### src/rtl/hex2ascii_pkg.sv
// rtl/hex2ascii_pkg.sv - ASCII constants and FSM state encoding for hex2ascii_stream
package hex2ascii_pkg;

  localparam logic [7:0] ASCII_DIGIT0  = 8'h30;
  localparam logic [7:0] ASCII_UPPER_A = 8'h41;
  localparam logic [7:0] ASCII_LOWER_A = 8'h61;

  typedef enum logic {
    ST_IDLE = 1'b0,
    ST_EMIT = 1'b1
  } state_e;

endpackage

### src/rtl/nibble2ascii.sv
// rtl/nibble2ascii.sv - combinational nibble to hex ASCII character
module nibble2ascii
  import hex2ascii_pkg::*;
(
  input  logic [3:0] nibble_i,
  input  logic       lower_i,
  output logic [7:0] char_o
);

  always_comb begin
    if (nibble_i < 4'd10) begin
      char_o = ASCII_DIGIT0 + {4'h0, nibble_i};
    end else if (lower_i) begin
      char_o = ASCII_LOWER_A + {4'h0, nibble_i} - 8'd10;
    end else begin
      char_o = ASCII_UPPER_A + {4'h0, nibble_i} - 8'd10;
    end
  end

endmodule

### src/rtl/hex2ascii_stream.sv
// rtl/hex2ascii_stream.sv - word to hex ASCII character stream, MS nibble first
// Optional leading-zero suppression with HEX2ASCII_ZSUP_EN.
module hex2ascii_stream
  import hex2ascii_pkg::*;
#(
  parameter int DATA_W = 32
) (
  input  logic              clk,
  input  logic              rst,
  input  logic              in_valid,
  output logic              in_ready,
  input  logic [DATA_W-1:0] in_data,
  input  logic              in_lower,
  output logic              out_valid,
  input  logic              out_ready,
  output logic [7:0]        out_char,
  output logic              out_last
);

  localparam int NIBBLES = DATA_W / 4;
  localparam int IDX_W   = (NIBBLES > 1) ? $clog2(NIBBLES) : 1;

  state_e            state_q, state_d;
  logic [DATA_W-1:0] word_q, word_d;
  logic [IDX_W-1:0]  idx_q, idx_d, load_idx;
  logic              lower_q, lower_d;
  logic              accept, step, last;
  logic [3:0]        nibble;
  logic [7:0]        char_w;

  assign last      = (state_q == ST_EMIT) && (idx_q == '0);
  // A new word may land in the same cycle the final character is taken.
  assign in_ready  = !rst && ((state_q == ST_IDLE) || (last && out_ready));
  assign accept    = in_valid && in_ready;
  assign step      = (state_q == ST_EMIT) && out_ready;
  assign out_valid = (state_q == ST_EMIT);
  assign out_last  = last;

  assign nibble = 4'(word_q >> {idx_q, 2'b00});

  nibble2ascii u_nibble2ascii (
    .nibble_i (nibble),
    .lower_i  (lower_q),
    .char_o   (char_w)
  );

  assign out_char = out_valid ? char_w : 8'h00;

`ifdef HEX2ASCII_ZSUP_EN
  // Start at the most significant nonzero nibble; an all-zero word yields idx 0.
  always_comb begin
    load_idx = '0;
    for (int i = 0; i < NIBBLES; i++) begin
      if (in_data[4*i +: 4] != 4'h0) load_idx = IDX_W'(i);
    end
  end
`else
  assign load_idx = IDX_W'(NIBBLES - 1);
`endif

  always_comb begin
    state_d = state_q;
    word_d  = word_q;
    idx_d   = idx_q;
    lower_d = lower_q;
    if (accept) begin
      state_d = ST_EMIT;
      word_d  = in_data;
      lower_d = in_lower;
      idx_d   = load_idx;
    end else if (step) begin
      if (idx_q != '0) begin
        idx_d = idx_q - IDX_W'(1);
      end else begin
        state_d = ST_IDLE;
      end
    end
  end

  always_ff @(posedge clk) begin
    if (rst) begin
      state_q <= ST_IDLE;
      word_q  <= '0;
      idx_q   <= '0;
      lower_q <= 1'b0;
    end else begin
      state_q <= state_d;
      word_q  <= word_d;
      idx_q   <= idx_d;
      lower_q <= lower_d;
    end
  end

endmodule

### config.mk
export PLATFORM = sky130hd
export DESIGN_NAME = hex2ascii_stream
export DESIGN_NICKNAME = d
export VERILOG_FILES = /design/src/rtl/hex2ascii_pkg.sv /design/src/rtl/nibble2ascii.sv /design/src/rtl/hex2ascii_stream.sv
export SDC_FILE = /design/constraint.sdc
export NUM_CORES = 1
export LEC_CHECK = 0
export ABC_AREA = 1
export CORE_ASPECT_RATIO = 1.4
export CORE_MARGIN = 3
export CORE_UTILIZATION = 35
export CTS_BUF_LIST = sky130_fd_sc_hd__clkbuf_4 sky130_fd_sc_hd__clkbuf_8 sky130_fd_sc_hd__clkbuf_16
export DETAILED_ROUTE_END_ITERATION = 10
export REMOVE_ABC_BUFFERS = 1
export SLEW_MARGIN = 20
export SYNTH_ARGS = -nofsm -noshare
export SYNTH_HDL_FRONTEND = slang
export SYNTH_SLANG_ARGS = --single-unit
### constraint.sdc
create_clock -name clk -period 2.2 [get_ports clk]
set_input_delay 0.55 -clock clk [delete_from_list [all_inputs] [get_ports clk]]
set_output_delay 0.55 -clock clk [all_outputs]
set_load 0.01 [all_outputs]
* Word level (Yosys, flattened, before mapping)
Cells that the tools add are included.
** Operators by class
- Add/subtract/negate cells :: 6
- $lt $le $gt $ge :: 1
- Eq/ne operators :: 1
- Shift-type cells :: 1
- Muxes and demuxes :: 9
- Bitwise logic cells :: 1
- Reductions and logical operators :: 13
** Operator list (count)
- 32-bit by 5-bit >> shifter with 4-bit output :: 1
- 8-bit two-way mux :: 3
- 7-bit by 4-bit adder with 8-bit output, first input constant :: 2
- 8-bit by 4-bit subtractor with 8-bit output, second input constant :: 2
- 3-bit two-way mux :: 3
- 6-bit by 4-bit adder with 7-bit output, first input constant :: 1
- 1-bit logical AND :: 5
- 4-bit < comparator, second input constant :: 1
- 2-bit AND reduction :: 2
- 2-bit nonzero test :: 2
- 3-bit zero test :: 1
- 1-bit two-way mux :: 3
- 3-bit nonzero test :: 1
- 3-bit by 1-bit subtractor with 3-bit output, second input constant :: 1
- 2-bit inequality test, second input constant :: 1
- 1-bit zero test :: 1
- 1-bit logical OR :: 1
- 1-bit NOT :: 1
** Word-level totals
- Bits in registers :: 37
- Input bits :: 37
- Output and inout bits :: 11
- Logic and storage cells :: 36

* Longest topological paths before layout
Gate-level depths: netlist (run 1).
- Word-level depth :: 8
- Depth in mapped cells :: 14

* Modules after synthesis
A second synthesis (run 1) with hierarchy kept.
** Unflattened totals
- Cell total of the unflattened synthesis :: 287
- Area, all modules :: 1956.9 µm²
** Modules (own cells, without submodules)
- hex2ascii_stream :: instances 1, cells each 260, area an instance 1828.0 µm², seq. area each 740.7 µm²
- nibble2ascii :: instances 1, cells each 27, area an instance 128.9 µm², seq. area each 0.0 µm²

* Worst setup path after synthesis (run 1)
OpenSTA, ideal clock, no wires.
- Path kind :: reg2out
- Start point :: reg idx_q[0]
- End point :: out out_char[1]
- Data arrival time :: 1.471 ns
- Slack :: 0.179 ns
- Stages on the path, launching flop included :: 13
- Buffers on the path :: 2
- Cell sequence :: dfxtp_1 > buf_6 > inv_4 > buf_6 > nor2_1 > o21ai_0 > nand2_1 > nand2_1 > inv_1 > ha_1 > inv_1 > nand4_1 > nand2_1
** On the way
- Cells in the longest elaborated chain, start to end :: 6
** Ends and longest elaborated chain
- start, declared :: RTL line hex2ascii_stream.sv:25 : logic [IDX_W-1:0] idx_q, idx_d, load_idx;
- start signal, assigned :: RTL line hex2ascii_stream.sv:89 : idx_q <= idx_d;
- 32-bit by 5-bit >> shifter with 4-bit output * :: RTL line hex2ascii_stream.sv:39 : assign nibble = 4'(word_q >> {idx_q, 2'b00});
- 7-bit by 4-bit adder with 8-bit output (on tied branches) :: RTL line nibble2ascii.sv:16, nibble2ascii.sv:14
- 8-bit by 4-bit subtractor with 8-bit output (on tied branches) :: RTL line nibble2ascii.sv:16, nibble2ascii.sv:14
- 8-bit two-way mux :: RTL line nibble2ascii.sv:13 : end else if (lower_i) begin
- 8-bit two-way mux * :: RTL line nibble2ascii.sv:11 : if (nibble_i < 4'd10) begin
- 8-bit two-way mux * :: RTL line hex2ascii_stream.sv:47 : assign out_char = out_valid ? char_w : 8'h00;
- end, declared :: RTL line hex2ascii_stream.sv:16 : output logic [7:0] out_char,
Every way passes the cells marked *; elsewhere a longest branch is shown, timed or not.

* Worst setup path in the final report (run 1)
- Start point :: reg idx_q[0]
- End point :: out out_char[0]
Same word-level chain as after synthesis.

==> qor.csv, run 1 <==
metric;value;unit
Synth area leaders;dfxtp_1 38%, nand2_1 12%, o21ai_0 7.6%;
Antenna Cells;0;
mean area per synthesized cell;7.11;µm²
initial core utilization;37.1;%
first-pass GRT wire length;7760;µm
HP Class;flop to flop;
row count;31;
Placement Cell Area;2690;µm²
Detailed Routing Iterations Pass 1;4;
vias per cell;4.65;
Post-route DRC;0;
worst reg2reg path startpoint;idx_q[0];
Hold Crit Depth;2;
Final Setup Violations;7;
Flop pwr share;34.2;%
worst reg-to-reg setup slack;60;ps
Mapped Cells;277;
Worst Path Max Fanout;8;
Min Clock Period, post-route;2400;ps
Sequential cell area;746;µm²
worst-case reg-to-reg path depth;13;
failing checks;negative setup slack;
hpwl dp;3460;µm
Seq cells post-synth;37;
Combinational Power Share;37.9;%
fill count;496;
# IOs;48;
Sink Count;37;
Via Count;2019;
Cell variety after synth;28;
die width;69.4;µm
core area;5310;µm²
MaxCap Viol Count;0;
Total Power;2.22;mW
hold_buf cts;0;
largest net degree at the start of global routing;31;
setup TNS;-1030;ps
Cell Area, Synth;1970;µm²
Synth area leader;dfxtp_1;
layout cells sized above 1;34.0;%
H-tree depth;2;
CP arrival;1850;ps
post-route cell area;3100;µm²
antenna violations before repair;0;
area occupied by multi-input gates;1080;µm²
Sw Pwr;0.688;mW
LEAKAGE;1.39;nW
fin crit share;109;%
Critical path origin;idx_q[0];
PwrDens;716;nW/µm²
wire per inst;12.0;µm
Total GRT Usage;14.8;%
RSZ-0062 raised after global routing;yes;
Worst Setup Start Kind;flop;
Crit. End Element;output port;
Slew Viols, Final;0;
VDD IR max;0.426;mV
grt ovf;0;
Final Skew;5.56;ps
routability cong.;0.834;
Root Driver;clkbuf_8;
DR iter-0 viols;65;
CTS Buf Count;5;
Clk Latency, worst-skew pair;290;ps
top cell type's share of synthesized area;37.6;%
fraction of registers with async set/reset;0;%
WL final;5200;µm
area grow syn2layout;57.3;%
r2r endpoint;word_q[19];
number of synthesized flops with an enable pin;0;
Clk pwr share;27.9;%
Final WS setup;-203;ps
number of I/O port buffers;46;
full die area;6580;µm²
Highest Clock Rate;416;MHz
vias in the first global route;1806;
Final ANT Viol Nets;0;
sequential area share after synthesis;37.6;%
worst path required time;1650;ps
clk buf depth;2;
Main synth FF type;dfxtp_1;
Syn. warnings;0;
Internal;1.53;mW
TritonCTS clock tree;done;
crit path capture;out_char[0];
Die Y;94.8;µm
Sw Ratio;31.0;%
critical path class;flop to output port;
final hold viol count;0;
Reg clk slew, reported paths;70;ps
fin nets;407;
status;finished, violations left;
hold_sp;word_q[15];
[power by group through the flow]
stage	combinational [mW]	clock, mW	sequential, mW
2_1_floorplan	0.317	0	0.771
3_3_place_gp	0.637	0	0.761
3_5_place_dp	0.643	0	0.762
4_1_cts	0.674	0.626	0.752
5_1_grt	0.923	0.657	0.764
6_report	0.841	0.619	0.758
[kinds of logic after synthesis]
logic type	after synthesis	share of synthesized area [%]
simple gates	107	24.5
compound gates	69	19.7
buf+inv	59	15.6
flops	37	37.6
fa+ha+maj	3	1.90
xor+xnor	1	0.445
other cells	1	0.190
[what timing repair did]
action / in CTS / in global routing
endpoints found under the setup margin: 9 / 10
setup buffers: 2 / 8
gates cloned: 1 / 2
pin swaps: 6 / 20
resized for setup: 52 / 42
[Yosys cell counts, types with 3 or more instances]
library cell	count
a21oi_1	28
a21oi_2	4
buf_6	10
dfxtp_1	37
ha_1	3
inv_1	39
nand2_1	61
nand3_1	27
nand4_1	3
nor2_1	8
nor3_1	3
o21ai_0	30
o21ai_2	4
[layout make-up]
cell class	count	area share, %
Clock buffer	7	2.91
Clock inverter	1	0.969
Inverter	42	5.57
Multi-Input combinational cell	181	34.8
Sequential cell	37	24.1
Tap cell	66	2.66
Timing Repair Buffer	98	28.3
Timing Repair inverter	2	0.646
[critical path, stage by stage, from the launching register on]
cell and delay [ps]:
dfxtp_4 470, buf_6 130, nand2_1 70, nand3_2 80, nand3_2 120, nand2_4 110, nand2_4 60, buf_4 140
nand3_2 70, nand2_2 70, nor2_4 120, buf_6 110
[flip-flops by register name (all words and copies together), names as in the netlist]
signal,count
idx_q,3
lower_q,1
out_valid,1
word_q,32
[metal layers]
layer  track usage [%]  vias to the layer above  part of all wire, %
met4              7.49                        0                  2.5
met2              26.7                       56                   52
met5                 0                        -                    0
li1                  -                     1064                    -
met1              16.2                      886                   41
met3              3.41                       13                  4.7
[stage by stage]
stage	hold slack, ps	utilization (%)	std cells	setup WS, ps
2_1_floorplan	431	-	260	-198
3_3_place_gp	446	50.6	413	-275
3_5_place_dp	447	50.6	413	-303
4_1_cts	457	53.6	424	-143
5_1_grt	478	58.3	434	-307
6_report	460	58.3	434	-203
[worst min-delay path by stage]
stage,to,slack (ps)
after CTS,word_q[31],460
after global routing,word_q[10],480
after detailed placement,word_q[31],450
after floorplan,word_q[10],430
after global placement,word_q[19],450
final,word_q[15],460
[placed cells by master (no fill, tap or decap), types with 2 or more instances in the layout]
cell,netlist,layout
nand2_2,2,12
clkdlybuf4s50_1,0,37
o21ai_2,4,4
nand3_1,27,14
buf_4,1,43
a21oi_2,4,6
nor3_1,3,2
inv_2,2,4
buf_2,2,6
nand4_1,3,3
buf_6,10,8
o21ai_0,30,29
nand2_1,61,48
dfxtp_1,37,35
o21ai_1,1,2
inv_1,39,36
nor2_4,1,2
ha_4,0,2
clkbuf_8,0,6
a21oi_1,28,26
nand3_2,0,13
nor2_1,8,7
nand2_4,1,4
buf_12,0,3
Note: power is estimated with default switching activity, not from simulation.
==> run 2: changes to the inputs <==
- CORE_MARGIN: 3 -> 1.5
- CORE_UTILIZATION: 35 -> 49
- PLACE_DENSITY: not set -> 0.79
==> run 2 against run 1 <==
The flow still finishes with violations (negative setup slack). Register-to-register slack better by 140 ps. First-iteration DRC count is 63% higher. Via count is 1.4% higher. Die area decreased by 33%. Clock-buffer cell count up 1. Worst setup slack improved by 16 ps. Sequential share of layout area grew 2.1 points. Worst hold slack worse by 4.4 ps. Combinational power decreased by 10%. Total power fell by 10%. Utilization up 15 points. Critical endpoint is now out_char[6]. Largest cell class unchanged. Highest routed layer unchanged.
==> qor.csv, run 2 (synthesized netlist as in run 1, its figures left out) <==
metric;value;unit;change
VDD IR max;0.587;mV;+38%
PwrDens;699;nW/µm²;-2.3%
hold_buf cts;0;;unchanged
hpwl dp;3220;µm;-7.0%
status;finished, violations left;;
die width;56.6;µm;-18%
setup TNS;-979;ps;+54.6 ps
crit path capture;out_char[6];;
Final ANT Viol Nets;0;;unchanged
max reg flops;32;;unchanged
Via Count;2047;;+1.4%
largest net degree at the start of global routing;67;;+120%
worst reg2reg path startpoint;idx_q[1];;
worst-case reg-to-reg path depth;14;;+1
most common cell after layout, fill and taps aside;nand2_1;;
Detailed Routing Iterations Pass 1;6;;+2
Worst Path Max Fanout;6;;-2
r2r endpoint;word_q[4];;
RSZ-0062 raised after global routing;yes;;
Final Skew;3.29;ps;-2.26 ps
fill count;299;;-40%
Highest Clock Rate;419;MHz;+0.65%
worst path required time;1650;ps;about the same
Biggest register;word_q;;
Die Y;78.0;µm;-18%
area grow syn2layout;44.7;%;
Slew Viols, Final;0;;unchanged
number of I/O port buffers;46;;unchanged
full die area;4420;µm²;-33%
row count;27;;-13%
dpl ws;-323;ps;-19.7 ps
failing checks;negative setup slack;;
H-tree depth;2;;unchanged
Total GRT Usage;22.1;%;+7.3 points
Top Registers;word_q x32, idx_q x3;;
vias per cell;5.14;;+11%
core area;3880;µm²;-27%
Clk Latency, worst-skew pair;280;ps;about the same
Worst Setup Start Kind;flop;;
antenna violations before repair;0;;unchanged
Reg clk slew, reported paths;70;ps;about the same
wire per inst;12.4;µm;+4.0%
grt met1 use;24.7;%;+8.5 points
Post-route DRC;0;;unchanged
first-pass GRT wire length;7770;µm;about the same
GR met2 Demand/Resource;41.3;%;+15 points
commonest non-fill, non-tap cells in the layout;51 x nand2_1, 37 x clkdlybuf4s50_1, 36 x inv_1, 35 x dfxtp_1, 35 x buf_4;;
Crit. End Element;output port;;
LEAKAGE;1.29;nW;-6.8%
layout cells sized above 1;29.3;%;-4.7 points
GR peak layer;met2;;
final hold viol count;0;;unchanged
vias in the first global route;1804;;-0.11%
Antenna Cells;0;;unchanged
Hold Crit Depth;2;;unchanged
Root Driver;clkbuf_8;;
Final WS setup;-188;ps;+15.6 ps
fin nets;394;;-3.2%
clk buf depth;2;;unchanged
routability cong.;0.858;;+2.8%
Final Setup Violations;7;;unchanged
Util after Layout;73.4;%;+15 points
critical path class;flop to output port;;
Sink Count;37;;unchanged
# IOs;48;;unchanged
final hold slack;455;ps;-4.36 ps
CTS Buf Count;5;;unchanged
DR iter-0 viols;106;;+63%
worst reg-to-reg setup slack;200;ps;+140 ps
fin crit share;109;%;-0.71 points
TritonCTS clock tree;done;;
Min Clock Period, post-route;2390;ps;-15.6 ps
initial core utilization;50.7;%;+14 points
GR Util met3;3.62;%;+0.22 points
HP Class;flop to flop;;
WL final;4960;µm;-4.6%
grt ovf;0;;unchanged
MaxCap Viol Count;0;;unchanged
Total Power;1.99;mW;-10%
CP arrival;1840;ps;about the same
Critical path origin;idx_q[0];;
==> run 2: worst max-delay path, cell delays in order (launching register included) <==
cell and delay [ps]:
dfxtp_4 420, buf_6 150, nand2_4 60, nand3_2 70
nand2_1 80, nand2_1 90, nand2_2 70, inv_2 70
ha_4 140, nand2_2 70, a21oi_2 150, nor2_1 60
buf_2 140
==> run 2: worst min path at each step <==
stage	start	end	slack, ps
3_5_place_dp	word_q[11]	word_q[11]	450
2_1_floorplan	word_q[10]	word_q[10]	430
5_1_grt	word_q[11]	word_q[11]	470
6_report	word_q[6]	word_q[6]	460
4_1_cts	word_q[11]	word_q[11]	460
3_3_place_gp	word_q[19]	word_q[19]	440
==> run 2: metrics by stage <==
step	instance area (µm²)	cells
CTS	2760	396
floorplan	1820	260
detailed placement	2600	382
global placement	2600	382
finish	2850	398
global route	2850	398
==> run 2: final cells by class <==
cell class                      instances  area (µm²)  area share, %
Tap cell                               43        53.8           1.89
Clock buffer                            8        91.3           3.20
Sequential cell                        37         746           26.2
Inverter                               42         168           5.88
Multi-Input combinational cell        181        1030           36.2
Timing Repair Buffer                   87         761           26.7
==> run 2: layer usage <==
layer | wire length [µm] | share of wire [%]
met1 | 1830 | 37
met2 | 2820 | 57
met3 | 212 | 4.3
met4 | 91 | 1.8
met5 | 0 | 0
==> run 2: repair_timing <==
action | in CTS | in global routing
buffers inserted | 6 | 2
hold endpoints to repair | 0 | 0
gates resized for setup | 51 | 26
setup endpoints to repair | 9 | 9
cloned | 1 | 0
pin swaps | 8 | 19
==> run 2: report_power, final <==
part | internal [mW] | switching, mW | leakage (nW) | total (mW)
Clock | 0.262 | 0.221 | 0.0498 | 0.483
Combinational | 0.360 | 0.398 | 0.939 | 0.757
Sequential | 0.724 | 0.0284 | 0.306 | 0.753
